<file path="config.mk">
export PLATFORM = sky130hd
export DESIGN_NAME = canv_pix_read
export DESIGN_NICKNAME = d
export VERILOG_FILES = /design/src/rtl/canv_pix_read.sv
export SDC_FILE = /design/constraint.sdc
export NUM_CORES = 1
export LEC_CHECK = 0
export CAP_MARGIN = 20
export CORE_MARGIN = 2
export CORE_UTILIZATION = 55
export DETAILED_ROUTE_END_ITERATION = 6
export GPL_ROUTABILITY_DRIVEN = 0
export PLACE_DENSITY_LB_ADDON = 0.25
export SLEW_MARGIN = 40
export SYNTH_ARGS = -nofsm -noshare
export SYNTH_HDL_FRONTEND = slang
export SYNTH_SLANG_ARGS = --single-unit
</file>
<file path="constraint.sdc">
create_clock -name clk -period 9.24 [get_ports clk]
set_input_delay 0.924 -clock clk [delete_from_list [all_inputs] [get_ports clk]]
set_output_delay 0.924 -clock clk [all_outputs]
set_load 0.02 [all_outputs]
</file>
<file path="src/rtl/canv_pix_read.sv">
// Canvas pixel reader: signed (x,y) -> vram word address -> colour index, 1/2/4/8 bpp.
// In-bounds result 3+RD_LAT cycles after req (out of bounds: next cycle); req ignored while busy.
module canv_pix_read #(
  parameter int CORDW  = 16,
  parameter int WORD   = 32,
  parameter int ADDRW  = 14,
  parameter int COLRW  = 8,
  parameter int RD_LAT = 2
) (
  input  logic                    clk,
  input  logic                    rst,
  input  logic                    req,
  input  logic signed [CORDW-1:0] x,
  input  logic signed [CORDW-1:0] y,
  input  logic signed [CORDW-1:0] canv_w,
  input  logic signed [CORDW-1:0] canv_h,
  input  logic        [3:0]       canv_bpp,
  input  logic        [ADDRW-1:0] addr_base,
  output logic        [ADDRW-1:0] vram_addr,
  output logic                    vram_re,
  input  logic        [WORD-1:0]  vram_dout,
  output logic        [COLRW-1:0] cidx,
  output logic                    oob,
  output logic                    busy,
  output logic                    done
);

  localparam int LINW = 2 * CORDW;
  localparam int CNTW = $clog2(RD_LAT + 1);

  typedef enum logic [1:0] {S_IDLE, S_CALC, S_ADDR, S_WAIT} state_t;

  // Request snapshot; bpp is kept as log2 so shifts and masks derive from it.
  typedef struct packed {
    logic [CORDW-1:0] x;
    logic [CORDW-1:0] y;
    logic [CORDW-1:0] w;
    logic [1:0]       lg;
    logic [ADDRW-1:0] base;
  } req_t;

  state_t            state, state_nxt;
  req_t              rq, rq_nxt;
  logic [4:0]        pix_q, pix_nxt;
  logic [CNTW-1:0]   cnt, cnt_nxt;
  logic [ADDRW-1:0]  addr_nxt;
  logic              re_nxt, oob_nxt, busy_nxt, done_nxt;
  logic [COLRW-1:0]  cidx_nxt;

  logic [1:0]        lg_in;
  logic              out_of_bounds;
  logic [LINW-1:0]   lin_c, addr_full;
  logic [2:0]        sh_c;
  logic [4:0]        pix_c, shamt;
  logic [WORD-1:0]   word_sh;
  logic [COLRW-1:0]  mask_c, cidx_c;
  logic              unused_bits;

  always_comb begin
    case (canv_bpp)
      4'd1:    lg_in = 2'd0;
      4'd2:    lg_in = 2'd1;
      4'd4:    lg_in = 2'd2;
      4'd8:    lg_in = 2'd3;
      default: lg_in = 2'd2;
    endcase
  end

  assign out_of_bounds = x[CORDW-1] || y[CORDW-1] || (x >= canv_w) || (y >= canv_h);

  // Coordinates are known non-negative here, so the unsigned product is exact.
  assign lin_c     = LINW'(rq.y) * LINW'(rq.w) + LINW'(rq.x);
  assign sh_c      = 3'd5 - {1'b0, rq.lg};
  assign addr_full = LINW'(rq.base) + (lin_c >> sh_c);
  assign pix_c     = lin_c[4:0] & (5'h1F >> rq.lg);

  assign shamt   = pix_q << rq.lg;
  assign word_sh = vram_dout >> shamt;

  always_comb begin
    case (rq.lg)
      2'd0:    mask_c = COLRW'(8'h01);
      2'd1:    mask_c = COLRW'(8'h03);
      2'd2:    mask_c = COLRW'(8'h0F);
      default: mask_c = COLRW'(8'hFF);
    endcase
  end

  assign cidx_c      = word_sh[COLRW-1:0] & mask_c;
  assign unused_bits = ^{addr_full[LINW-1:ADDRW], word_sh[WORD-1:COLRW]};

  always_comb begin
    state_nxt = state;
    rq_nxt    = rq;
    pix_nxt   = pix_q;
    cnt_nxt   = cnt;
    addr_nxt  = vram_addr;
    re_nxt    = 1'b0;
    cidx_nxt  = cidx;
    oob_nxt   = oob;
    busy_nxt  = busy;
    done_nxt  = 1'b0;
    case (state)
      S_IDLE: begin
        if (req) begin
          if (out_of_bounds) begin
            cidx_nxt = '0;
            oob_nxt  = 1'b1;
            done_nxt = 1'b1;
          end else begin
            rq_nxt    = '{x: x, y: y, w: canv_w, lg: lg_in, base: addr_base};
            busy_nxt  = 1'b1;
            state_nxt = S_CALC;
          end
        end
      end
      S_CALC: begin
        // Only the pixel-in-word index survives; the word part goes straight to the address.
        pix_nxt   = pix_c;
        addr_nxt  = addr_full[ADDRW-1:0];
        re_nxt    = 1'b1;
        state_nxt = S_ADDR;
      end
      S_ADDR: begin
        cnt_nxt   = CNTW'(RD_LAT);
        state_nxt = S_WAIT;
      end
      S_WAIT: begin
        cnt_nxt = cnt - 1'b1;
        if (cnt_nxt == '0) begin
          cidx_nxt  = cidx_c;
          oob_nxt   = 1'b0;
          done_nxt  = 1'b1;
          busy_nxt  = 1'b0;
          state_nxt = S_IDLE;
        end
      end
      default: state_nxt = S_IDLE;
    endcase
  end

  always_ff @(posedge clk) begin
    if (rst) begin
      state     <= S_IDLE;
      rq        <= '0;
      pix_q     <= '0;
      cnt       <= '0;
      vram_addr <= '0;
      vram_re   <= 1'b0;
      cidx      <= '0;
      oob       <= 1'b0;
      busy      <= 1'b0;
      done      <= 1'b0;
    end else begin
      state     <= state_nxt;
      rq        <= rq_nxt;
      pix_q     <= pix_nxt;
      cnt       <= cnt_nxt;
      vram_addr <= addr_nxt;
      vram_re   <= re_nxt;
      cidx      <= cidx_nxt;
      oob       <= oob_nxt;
      busy      <= busy_nxt;
      done      <= done_nxt;
    end
  end

endmodule
</file>
; Word-level counts from Yosys, hierarchy flattened
; Index checks and enable logic that the tools add are counted.
[classes]
n_eq_ne = 12
mul = 1
muxes = 23
n_bitwise = 3
n_reduce_logical = 12
add_sub_neg = 4
order_cmp = 2
shifts = 4
[op_table]
columns = operator, n
row1 = adder 32 x 16 -> 32 bit, 1
row2 = >= comparator 16 bit, 2
row3 = multiplier 16 x 16 -> 32 bit, 1
row4 = right shift 32 x 3 -> 14 bit, 1
row5 = right shift 32 x 5 -> 8 bit, 1
row6 = 2-to-1 mux 8 bit, 3
row7 = one-hot mux 8 bit (3 select lines), 1
row8 = one-hot mux 8 bit (2 select lines), 1
row9 = adder 14 bit, 1
row10 = 2-to-1 mux 1 bit, 9
row11 = AND 8 bit, 1
row12 = "!= test 2 bit, second input constant", 4
row13 = one-hot mux 2 bit (4 select lines), 1
row14 = AND reduction 4 bit, 2
row15 = "== test 2 bit, second input constant", 3
row16 = logical NOT 2 bit, 3
row17 = 2-to-1 mux 2 bit, 3
row18 = one-hot mux 1 bit (2 select lines), 3
row19 = one-hot mux 2 bit (3 select lines), 1
row20 = AND reduction 3 bit, 2
row21 = AND 5 bit, 1
row22 = left shift 5 x 2 -> 5 bit, 1
row23 = "right shift 5 x 2 -> 5 bit, first input constant", 1
row24 = "== test 2 x 1 -> 1 bit, second input constant", 2
row25 = 9 further kinds, 12
[totals]
out_inout_bits = 26
elab_cells = 75
reg_bits = 99
inputBits = 117

; Depth between registers and ports, before layout
; Gate-level depths: netlist of run 1.
[depth]
ltp_word = 6
mapped_depth = 29
depth_no_buf = 28

; Worst setup path before layout of run 1
; Ideal clock, no wire load.
[synth_path]
path_kind = register to register
startpoint = register rq[19] (netlist name)
endpoint = register vram_addr[13]
setup_time_ns = 0.096
required_time_ns = 9.144
t_arrival_ns = 6.669
stages_incl_launch_ff = 28
n_path_buf = 1
slack_ns = 2.476
path_cell_list = dfxtp_1 clkbuf_1 nand2_1 fa_1 fa_1 fa_1 inv_1 fa_1 fa_1 inv_1 fa_1 inv_1 ha_1 a21oi_1 o21ai_0 a2111oi_1 nor2_1 xor2_1 mux2i_1 o21ai_0 ha_1 or3_1 o21ai_0 a21oi_1 mux2i_1 nand3_1 a31o_1 o311ai_1
[synth_between]
elab_chain_cells = 4
[synth_lines]
columns = element, line_no
row1 = "start, declared", 43  ; req_t rq, rq_nxt;
row2 = "start signal, assigned", 156  ; rq <= rq_nxt;
row3 = multiplier 16 x 16 -> 32 bit, 72  ; assign lin_c = LINW'(rq.y) * LINW'(rq.w) + LINW'(rq.x);
row4 = adder 32 x 16 -> 32 bit, 72
row5 = right shift 32 x 3 -> 14 bit, 74  ; assign addr_full = LINW'(rq.base) + (lin_c >> sh_c);
row6 = adder 14 bit, 74
row7 = "end signal, assigned", 159  ; vram_addr <= addr_nxt;
row8 = "end, declared", 19  ; output logic [ADDRW-1:0] vram_addr,
; Every way passes these cells.
; A chain may end at the register's enable or synchronous reset.

; Final worst setup path of run 1
[layout_path]
startpoint = register rq[38] (netlist name)
endpoint = register vram_addr[13]
; Same word-level chain as after synthesis.

==> results of run 1 <==
-- kinds of logic (layout without fill, tap and decap cells) --
group	after synthesis	count (layout)	synth area share
AO/OA/AOI/OAI	230	230	0.111
XOR/XNOR	23	23	0.0159
AND/OR/NAND/NOR	456	456	0.170
adder cells (fa/ha/maj)	259	259	0.343
multiplexers	95	95	0.0925
flip-flops	99	99	0.156
buffers and inverters	360	454	0.112
-- final cells by class --
cell class | count | share of cell area
Inverter | 286 | 0.0739
Timing Repair Buffer | 152 | 0.103
Multi-Input combinational cell | 1063 | 0.641
Clock inverter | 6 | 0.00491
Tap cell | 285 | 0.0245
Clock buffer | 10 | 0.0164
Sequential cell | 99 | 0.136
-- layer usage --
metal | GRT usage | up-vias | share of wire
li1 | - | 5054 | -
met1 | 0.372 | 5117 | 0.44
met2 | 0.438 | 380 | 0.47
met3 | 0.0331 | 61 | 0.063
met4 | 0.0861 | 0 | 0.027
met5 | 0 | - | 0
-- cell usage in the layout (no fill, tap or decap), drive strengths merged, types with 17 or more instances in the layout --
| cell | synthesis | layout |
|---|---|---|
| ha | 111 | 111 |
| o21ai | 33 | 33 |
| nor2 | 43 | 43 |
| mux2i | 69 | 69 |
| inv | 286 | 288 |
| clkdlybuf4s50 | 0 | 141 |
| a21oi | 108 | 108 |
| and2 | 91 | 91 |
| nand2 | 239 | 239 |
| dfxtp | 99 | 99 |
| xnor2 | 17 | 17 |
| fa | 148 | 148 |
-- how the worst max path moves through the flow --
stage	depth (start not counted)	end	slack, ns
final	27	vram_addr[13]	1.60
after global routing	26	vram_addr[13]	1.24
after CTS	27	vram_addr[13]	1.67
after detailed placement	27	vram_addr[13]	1.76
after global placement	27	vram_addr[13]	1.98
after floorplan	27	vram_addr[13]	2.48
-- registers in the layout, indices dropped and copies added, names as in the netlist --
name and count:
rq 64, vram_addr 14, cidx 8, pix_q 5, cnt 2, state 2, busy 1, done 1
oob 1, vram_re 1
-- critical path, stage by stage (launching register included) --
cell and delay (ns):
dfxtp_1 0.53, and2_1 0.30, fa_1 0.53, inv_1 0.05, fa_1 0.51, fa_1 0.52, inv_1 0.05, fa_1 0.48
fa_1 0.56, inv_1 0.07, fa_1 0.53, inv_1 0.05, ha_1 0.35, a21oi_1 0.14, o21ai_0 0.14, a2111oi_1 0.51
nor2_1 0.11, xor2_1 0.25, mux2i_1 0.13, o21ai_0 0.24, ha_1 0.27, or3_1 0.12, o21ai_0 0.12, a21oi_1 0.33
mux2i_1 0.27, nand3_1 0.10, a31o_1 0.20, o311ai_1 0.07
-- stage by stage --
| stage | instances | worst slack, ns |
|---|---|---|
| 2_1_floorplan | 1522 | 2.48 |
| 3_3_place_gp | 1885 | 1.98 |
| 3_5_place_dp | 1885 | 1.76 |
| 4_1_cts | 1901 | 1.67 |
| 5_1_grt | 1901 | 1.24 |
| 6_report | 1901 | 1.60 |
-- power groups by stage --
stage | Combinational, mW | Clock, mW | Sequential, mW
detailed placement | 0.184 | 0 | 0.452
floorplan | 0.0973 | 0 | 0.447
CTS | 0.186 | 0.397 | 0.442
finish | 0.187 | 0.392 | 0.443
global placement | 0.181 | 0 | 0.452
global route | 0.204 | 0.416 | 0.443
==> results.toml, run 1 <==
[pwr]
p_switching_mw = 0.274
combPwrFrac = 0.183
ir_worst_vdd_v = 0.0000916
leakage_nw = 6.52
p_int_mw = 0.748
p_per_area_mw_per_mm2 = 70.3
p_seq_frac = 0.433
clkPwrFrac = 0.384
power_mw = 1.02
p_sw_frac = 0.269

[logic_synthesis]
synth_seq_cells = 99
synthCells = 1522
ys.flop_type = "dfxtp_1"
netlist_area_sq_mm = 0.0127
synth_nets = 1898
yosys-top-cells-count = "285 x inv_1, 239 x nand2_1, 148 x fa_1"
synth.area.top_cells = "fa_1 23%, dfxtp_1 16%, ha_1 11%"
yosysMostFrequentCell = "inv_1"
ys_async_sr_fraction = 0
yosys.area.top_type_share = 0.233
seq_area_frac_synth = 0.156
avgSynthCellArea_sq_um = 8.34
synth_enable_flop_cells = 0
synth.lib_cells_used.distinct = 66
synth_warnings = 0
yosysTopAreaCell = "fa_1"

[route]
initialDrtViolationCount = 704
dr.pass1.iters = 5
totalWireLength_mm = 32.1
ant_nets = 0
vias = 10600
avgViaCountPerCell = 5.58
drc_errors = 0
wl_per_cell_um = 16.9

[setup_path]
required_ns = 9.50
critical_path_class = "reg -> reg"
r2r-start = "rq[38]"
crit_arrival_ns = 7.90
end_kind = "flip-flop"
cp-start-kind = "flip-flop"
cp-startpoint = "rq[38]"
r2r_cells = 27
worst-path-max-fanout = 14
r2r_end = "vram_addr[13]"
reg2reg_slack_ns = 1.60

[min_path]
whs_endpoint = "rq[52]"
hold_start = "rq[52]"
worstHoldPathCells = 2
hold_class = "reg -> reg"

[die]
start_util = 0.561
die_x_um = 156
io-pin-count = 143
design.core.area_sq_mm = 0.0226
die_y_um = 156
rows = 55
dieArea_sq_mm = 0.0243

[clocking]
ctsResizeCount = 0
ctsRootBufferMaster = "clkbuf_16"
cts_num_sinks = 99
cts.reportedPaths.clkPinSlew_ns = 0.07
cts_hold_buffers = 0
numCtsBuffers = 9
cts_setup_buffers = 0
clkLatencyLatePin_ns = 0.35
cts_buffer_depth = 2
h-tree-depth = 3
cts_tree = "built"

[global_route]
antenna_found_initial = 0
grt.total_usage = 0.268
grt_pass1_wl_mm = 52.3
first_global_vias = 10500
grt_overflow = 0
grt_max_degree = 84

[final_layout]
fillers = 1964
antenna_cells = 0
multiInputGateArea_sq_mm = 0.00932
final_util = 0.642
fin_nets = 1987
regArea_sq_mm = 0.00198
fin_area_sq_mm = 0.0145
final_layout_size_suffix_gt1_frac = 0.0377
area_growth_pct = 14.4

[placed_design]
place.detailed.hpwl_mm = 25.8
place.port_buffers = 142
dpl-instance-area_sq_mm = 0.0142

[timing]
finalSetupTns_ns = 0
period_minus_slack_ns = 7.64
fmaxAchievable_ghz = 0.131
hold_viol_final = 0
min_period_over_period = 0.827
holdWs_ns = 0.455
worst_pin_slew_ns = 0.802
maxSlewViolCount = 0
slew_headroom = 0.465
setup_viol = 0
grt_setup_unrepaired = "false"
finalClockSkew_ns = 0.00897

[job]
drv_cap = 0

[run_status]
status = "complete, no violations"
Note: power is estimated with default switching activity, not from simulation.
==> inputs of run 2 (changes only) <==
clock period = 7.7 ns   (was 9.24 ns; I/O delays follow)
==> results.toml, run 2 (synthesis results as in run 1) <==
[clocking]
cts_num_sinks = 99
h-tree-depth = 3
numCtsBuffers = 9
cts_tree = "built"
ctsRootBufferMaster = "clkbuf_16"
clkLatencyLatePin_ns = 0.36
cts_buffer_depth = 2
cts.reportedPaths.clkPinSlew_ns = 0.07
cts_hold_buffers = 0

[final_layout]
reg.largest.list = "rq x64, vram_addr x14, cidx x8"
area_growth_pct = 15.2
final_layout_size_suffix_gt1_frac = 0.0486
fin_nets = 1997
mostFrequentLayoutCells = "285 x inv_1, 239 x nand2_1, 148 x fa_1"
fillers = 1928
mostFrequentLayoutCell = "inv_1"
largest_reg_flops = 64
regArea_sq_mm = 0.00199
antenna_cells = 0
multiInputGateArea_sq_mm = 0.00934
top_register = "rq"
fin_area_sq_mm = 0.0146

[min_path]
worstHoldPathCells = 2
hold_class = "reg -> reg"
whs_endpoint = "rq[51]"
hold_start = "rq[51]"

[pwr]
p_per_area_mw_per_mm2 = 83.2
p_seq_frac = 0.435
power_mw = 1.22
leakage_nw = 6.59
p_int_mw = 0.865
p_switching_mw = 0.352
clkPwrFrac = 0.378
p_sw_frac = 0.289
combPwrFrac = 0.187
ir_worst_vdd_v = 0.000117

[job]
drv_cap = 0

[global_route]
grt.total_usage = 0.274
antenna_found_initial = 0
grt_max_degree = 82
grt_overflow = 0
grt_pass1_wl_mm = 52.6
first_global_vias = 10400

[timing]
min_period_over_period = 0.936
hold_viol_final = 0
maxSlewViolCount = 0
finalSetupTns_ns = 0
finalClockSkew_ns = 0.0127
layout_setup_ws_ns = 0.496
worst_pin_slew_ns = 0.696
grt_setup_unrepaired = "false"
slew_headroom = 0.535
setup_viol = 0
fmaxAchievable_ghz = 0.139
holdWs_ns = 0.455
period_minus_slack_ns = 7.20

[route]
dr.pass1.iters = 5
totalWireLength_mm = 32.5
vias = 10500
met2_length_mm = 15.1
drc_errors = 0
wl_per_cell_um = 17.0
met1_length_mm = 14.7
ant_nets = 0
avgViaCountPerCell = 5.51
initialDrtViolationCount = 637
wl_met3_mm = 1.83
top_layer_used = "met4"

[setup_path]
critPathSlowestCell = "fa_1"
required_ns = 7.96
r2r_end = "vram_addr[13]"
critical_path_class = "reg -> reg"
path_buf_inv = 4
reg2reg_slack_ns = 0.50
cp_common_cell = "fa_1"
r2r_cells = 26
crit_arrival_ns = 7.46
r2r-start = "rq[37]"
end_kind = "flip-flop"
cp-start-kind = "flip-flop"
cp_slowest_stage_delay_ns = 0.56
cp_top_family = "adder cells"
worst-path-max-fanout = 15

[run_status]
status = "complete, no violations"

[die]
rows = 55
die_y_um = 156
start_util = 0.561
dieArea_sq_mm = 0.0243
io-pin-count = 143
design.core.area_sq_mm = 0.0226
die_x_um = 156

[placed_design]
dpl-instance-area_sq_mm = 0.0143
place.port_buffers = 142
pre_cts_ws_ns = 0.406
place.detailed.hpwl_mm = 26.6
## run 2: cell types whose count changed in the layout (fill, tap and decap cells not counted), moves of 2 or more
cell	change
inv_8	+2
dfxtp_1	-6
clkinvlp_4	-2
buf_4	+10
dfxtp_2	+6
## run 2: layer usage
metal | global-route usage | vias up
met4 | 0.0931 | 0
met1 | 0.387 | 5099
li1 | - | 5059
met3 | 0.0358 | 62
met2 | 0.437 | 312
met5 | 0 | -
## run 2: tightest hold or removal path: stages, from the launching register on
cell     delay (ns)
dfxtp_1        0.31
nand2_1        0.05
a21oi_1        0.05
## run 2: through the flow
stage / std cells / util
finish: 1911 / 0.646
global route: 1911 / 0.646
CTS: 1910 / 0.644
detailed placement: 1894 / 0.631
global placement: 1894 / 0.631
floorplan: 1522 / -
## run 2: how the worst max path moves through the flow
| stage | endpoint | cells past startpoint | from | slack (ns) |
|---|---|---|---|---|
| after global placement | vram_addr[13] | 27 | rq[39] | 0.63 |
| after floorplan | vram_addr[13] | 27 | rq[19] | 0.94 |
| after CTS | vram_addr[13] | 26 | rq[18] | 0.40 |
| after detailed placement | vram_addr[13] | 27 | rq[21] | 0.41 |
| after global routing | vram_addr[13] | 28 | rq[34] | 0.06 |
| final | vram_addr[13] | 26 | rq[37] | 0.50 |
## run 2: repair_timing
item                                    CTS  global route
resized for setup                         0            10
setup buffers                             0             0
endpoints found under the setup margin    0             2
## run 2: power groups by stage
| stage | Combinational [mW] | Sequential (mW) | Clock, mW |
|---|---|---|---|
| global route | 0.249 | 0.531 | 0.485 |
| CTS | 0.225 | 0.529 | 0.468 |
| global placement | 0.219 | 0.541 | 0 |
| finish | 0.228 | 0.530 | 0.460 |
| floorplan | 0.117 | 0.537 | 0 |
| detailed placement | 0.223 | 0.541 | 0 |
## run 2: layout make-up
cell class,count,area share
Timing Repair Buffer,162,0.108
Clock inverter,6,0.00445
Multi-Input combinational cell,1063,0.638
Clock buffer,10,0.0157
Sequential cell,99,0.136
Inverter,286,0.0734
Tap cell,285,0.0244
==> inputs of run 3 (changes only) <==
CORE_MARGIN = unset   (was 2)
CORE_UTILIZATION = 56   (was 55)
PLACE_DENSITY = 0.88   (was unset)
PLACE_DENSITY_LB_ADDON = unset   (was 0.25)
==> results.toml, run 3 (synthesis results as in run 1) <==
[route]
totalWireLength_mm = 33.0
avgViaCountPerCell = 5.77
drc_errors = 0
initialDrtViolationCount = 1084
vias = 11000
wl_per_cell_um = 17.3
dr.pass1.iters = 7
ant_nets = 0

[setup_path]
cp-start-kind = "flip-flop"
required_ns = 7.96
r2r_cells = 27
critical_path_class = "reg -> reg"
crit_arrival_ns = 7.64
r2r_end = "vram_addr[13]"
worst-path-max-fanout = 15
reg2reg_slack_ns = 0.33
r2r-start = "rq[37]"
end_kind = "flip-flop"

[pwr]
ir_worst_vdd_v = 0.0000988
power_mw = 1.20
combPwrFrac = 0.191
p_seq_frac = 0.442
p_per_area_mw_per_mm2 = 82.1
p_sw_frac = 0.279
leakage_nw = 6.56
p_switching_mw = 0.334
p_int_mw = 0.864
clkPwrFrac = 0.367

[min_path]
whs_endpoint = "rq[54]"
hold_start = "rq[54]"
hold_class = "reg -> reg"
worstHoldPathCells = 2

[clocking]
h-tree-depth = 3
ctsRootBufferMaster = "clkbuf_16"
cts_num_sinks = 99
cts_setup_buffers = 0
numCtsBuffers = 9
cts.reportedPaths.clkPinSlew_ns = 0.07
cts_buffer_depth = 2
cts_hold_buffers = 0
cts_tree = "built"
ctsResizeCount = 0
clkLatencyLatePin_ns = 0.36

[final_layout]
area_growth_pct = 14.8
largest_reg_flops = 64
mostFrequentLayoutCell = "inv_1"
mostFrequentLayoutCells = "285 x inv_1, 239 x nand2_1, 148 x fa_1"
fin_area_sq_mm = 0.0146
regArea_sq_mm = 0.00199
top_register = "rq"
reg.largest.list = "rq x64, vram_addr x14, cidx x8"
fillers = 1697
fin_nets = 1996
final_layout_size_suffix_gt1_frac = 0.0462
antenna_cells = 0
multiInputGateArea_sq_mm = 0.00933

[global_route]
grt_max_degree = 75
grt_pass1_wl_mm = 53.9
grt_overflow = 0
first_global_vias = 11100
antenna_found_initial = 0
grt.total_usage = 0.286

[run_status]
status = "complete, no violations"

[timing]
slew_headroom = 0.493
setup_viol = 0
maxSlewViolCount = 0
period_minus_slack_ns = 7.37
finalClockSkew_ns = 0.0114
worst_pin_slew_ns = 0.760
fmaxAchievable_ghz = 0.136
min_period_over_period = 0.958
hold_viol_final = 0
finalSetupTns_ns = 0

[die]
die_y_um = 153
start_util = 0.577
dieArea_sq_mm = 0.0233
die_x_um = 153
rows = 54
io-pin-count = 143
design.core.area_sq_mm = 0.0220

[placed_design]
place.port_buffers = 142
place.detailed.hpwl_mm = 26.3
dpl-instance-area_sq_mm = 0.0143

[job]
drv_cap = 0
==> run 3: worst max-delay path by stage <==
stage,from,end,slack [ns],cells past startpoint
after floorplan,rq[19],vram_addr[13],0.94,27
after global placement,rq[18],vram_addr[13],0.63,26
after detailed placement,rq[18],vram_addr[13],0.38,26
after CTS,rq[18],vram_addr[13],0.33,26
after global routing,rq[38],vram_addr[13],-0.007,27
final,rq[37],vram_addr[13],0.33,27
==> run 3: cell type report <==
class                      instances  share of cell area
multi-input combinational       1063               0.639
sequential                        99               0.136
timing repair buffer             161               0.107
inverter                         286              0.0736
tap                              280              0.0240
clock buffer                      11              0.0166
clock inverter                     5             0.00257
==> run 3: power by group through the flow <==
stage / logic (mW) / clock network [mW] / registers [mW]
final: 0.229 / 0.440 / 0.530
after global routing: 0.248 / 0.463 / 0.530
after CTS: 0.225 / 0.439 / 0.529
after detailed placement: 0.222 / 0 / 0.541
after global placement: 0.215 / 0 / 0.540
after floorplan: 0.117 / 0 / 0.537
==> run 3: worst max-delay path, stage by stage (launching register included) <==
cell and delay [ns]:
dfxtp_1 0.50, and2_1 0.28, fa_1 0.53, inv_1 0.06, fa_1 0.56, fa_1 0.43, fa_1 0.49, inv_1 0.06
fa_1 0.54, inv_1 0.06, fa_1 0.53, inv_1 0.04, ha_1 0.35, nand2_1 0.07, o21ai_0 0.37, nor2_1 0.11
xnor2_1 0.15, mux2_2 0.27, nor2_1 0.09, a21oi_1 0.05, ha_1 0.35, o2111a_1 0.17, a221oi_1 0.45, a21oi_2 0.14
mux2i_1 0.23, nand3_1 0.10, a31o_1 0.21, o311ai_1 0.08
==> run 3: per-stage QoR <==
step	utilization	std cells	hold WS (ns)	worst slack, ns
after floorplan	-	1522	0.431	0.936
after global placement	0.648	1888	0.439	0.628
after detailed placement	0.649	1889	0.448	0.383
after CTS	0.661	1905	0.457	0.335
after global routing	0.662	1905	0.479	-0.00739
final	0.662	1905	0.458	0.325
==> run 3: routing by layer <==
metal  up-vias  wire length (um)  GRT usage
met5         -                 0          0
met4         0               940      0.100
met3        90              3040     0.0577
met2       544             15300      0.461
met1      5283             13700      0.383
li1       5068                 -          -
==> RTL edit (flow settings as in run 3) <==
Change the parameter `CORDW` from 16 to 8.
--- a/src/rtl/canv_pix_read.sv
+++ b/src/rtl/canv_pix_read.sv
@@ -1,7 +1,7 @@
 // Canvas pixel reader: signed (x,y) -> vram word address -> colour index, 1/2/4/8 bpp.
 // In-bounds result 3+RD_LAT cycles after req (out of bounds: next cycle); req ignored while busy.
 module canv_pix_read #(
-  parameter int CORDW  = 16,
+  parameter int CORDW  = 8,
   parameter int WORD   = 32,
   parameter int ADDRW  = 14,
   parameter int COLRW  = 8,
Interface: changed (resized canv_h, canv_w, x and y); port bits go from 143 to 111. The function was not compared with the original's and may differ.
==> RTL edit against run 3 <==
- routed wire length is 41% lower
- design area is 36% lower
- highest routed layer unchanged
- area after synthesis is 38% lower
- setup slack better by 0.50 ns
- core utilization is 3.1 points higher
- sequential cell count is 24 lower
- via count is 36% lower
- worst hold slack better by 0.0041 ns
- clock power is 7.5% lower
- power is 15% lower
- die area is 38% lower
- global-route usage is 0.44 points lower
==> RTL edit: results (changes against run 3) <==
final_layout:
  fillers: 1045  # -38%
  drive_above_1_share: 0.0721  # +0.0259
  fin_util: 0.693  # +0.0309
  multiInputCombCellCount: 683  # -36%
  clk_share: 0.0302  # +0.0110
  nClkBuffers: 12  # +1
  area_share_nonclk_buffers: 0.123  # +0.0158
  multiInputGateArea_um2: 5770  # -38%
  buffers: 117  # -27%
  area_growth_pct: 18.6
  seq_share: 0.161  # +0.0248
  top_regs: "rq (40), vram_addr (14), cidx (8)"
  inverters: 108  # -62%
power_and_ir_drop:
  p_leak_nw: 3.95  # -40%
drt:
  vias: 7063  # -36%
  first_pass_iters: 5  # -2
worst_setup_path:
  regToRegSetupSlack_ns: 0.83  # +0.50 ns
  crit_fanout: 9  # -6
  worst-r2r-cell-count: 21  # -22%
place:
  placed_area_um2: 9040  # -37%
  dpl.hpwl_um: 15200  # -42%
logic_synthesis:
  synth_nets: 1111  # -41%
  synthDistinctLibCells: 57  # -14%
  syn_inst: 911  # -40%
  yosysSeqAreaShare: 0.191  # +0.0350
  synth.top_cells.by_area: "dfxtp_1 (19%), fa_1 (11%), ha_1 (11%), mux4_2 (8.0%), mux2i_1 (6.6%)"
worst_hold_path:
  hp-start: "rq[4]"
  hold_end: "rq[4]"
sta:
  clock_skew_ns: 0.0100  # -0.00134 ns
  timing.hold.ws_ns: 0.463  # +0.00412 ns
  tightest_slew_ns: 0.846  # +0.0858 ns
global_routing:
  grt_max_degree: 71  # -5.3%
  grt_pass1_wl_um: 32400  # -40%
clock_tree:
  clock_sinks: 75  # -24%
run_status:
  outcome: "finished clean"
-- RTL edit: cell count changes after synthesis, moves of 14 or more --
cell,before,now
dfxtp_1,99,75
ha_1,111,70
mux2i_1,67,52
nand2_1,239,101
nor2_1,43,57
fa_1,148,45
a21oi_1,107,68
clkbuf_1,52,30
inv_1,285,108
and2_1,91,39
-- RTL edit: layer usage --
metal	up-vias	global-route usage	share of wire	wire (um)
li1	3319	-	-	-
met1	3410	0.378	0.43	8450
met2	288	0.460	0.47	9290
met3	46	0.0476	0.070	1370
met4	0	0.0972	0.025	487
met5	-	0	0	0
-- RTL edit: logic make-up (layout without fill, tap and decap cells) --
group | after synthesis | after routing | share of synthesized area
and+or+nand+nor | 298 | 298 | 0.185
AOI/OAI and AO/OA | 157 | 157 | 0.127
DFF | 75 | 75 | 0.191
xor gates and xnor gates | 19 | 19 | 0.0212
muxes | 94 | 94 | 0.172
adders and majority gates | 115 | 115 | 0.226
buffers and inverters | 153 | 241 | 0.0777
-- RTL edit: worst max path at each step --
stage | to | cells past startpoint
4_1_cts | vram_addr[13] | 21
6_report | vram_addr[13] | 21
3_5_place_dp | vram_addr[13] | 21
3_3_place_gp | vram_addr[13] | 21
5_1_grt | vram_addr[13] | 21
2_1_floorplan | vram_addr[13] | 22
-- RTL edit: power by group --
group	total (mW)	internal, mW	switching [mW]
Sequential	0.408	0.399	0.00964
Combinational	0.201	0.101	0.0994
Clock	0.407	0.235	0.173
Total	1.02	0.735	0.282
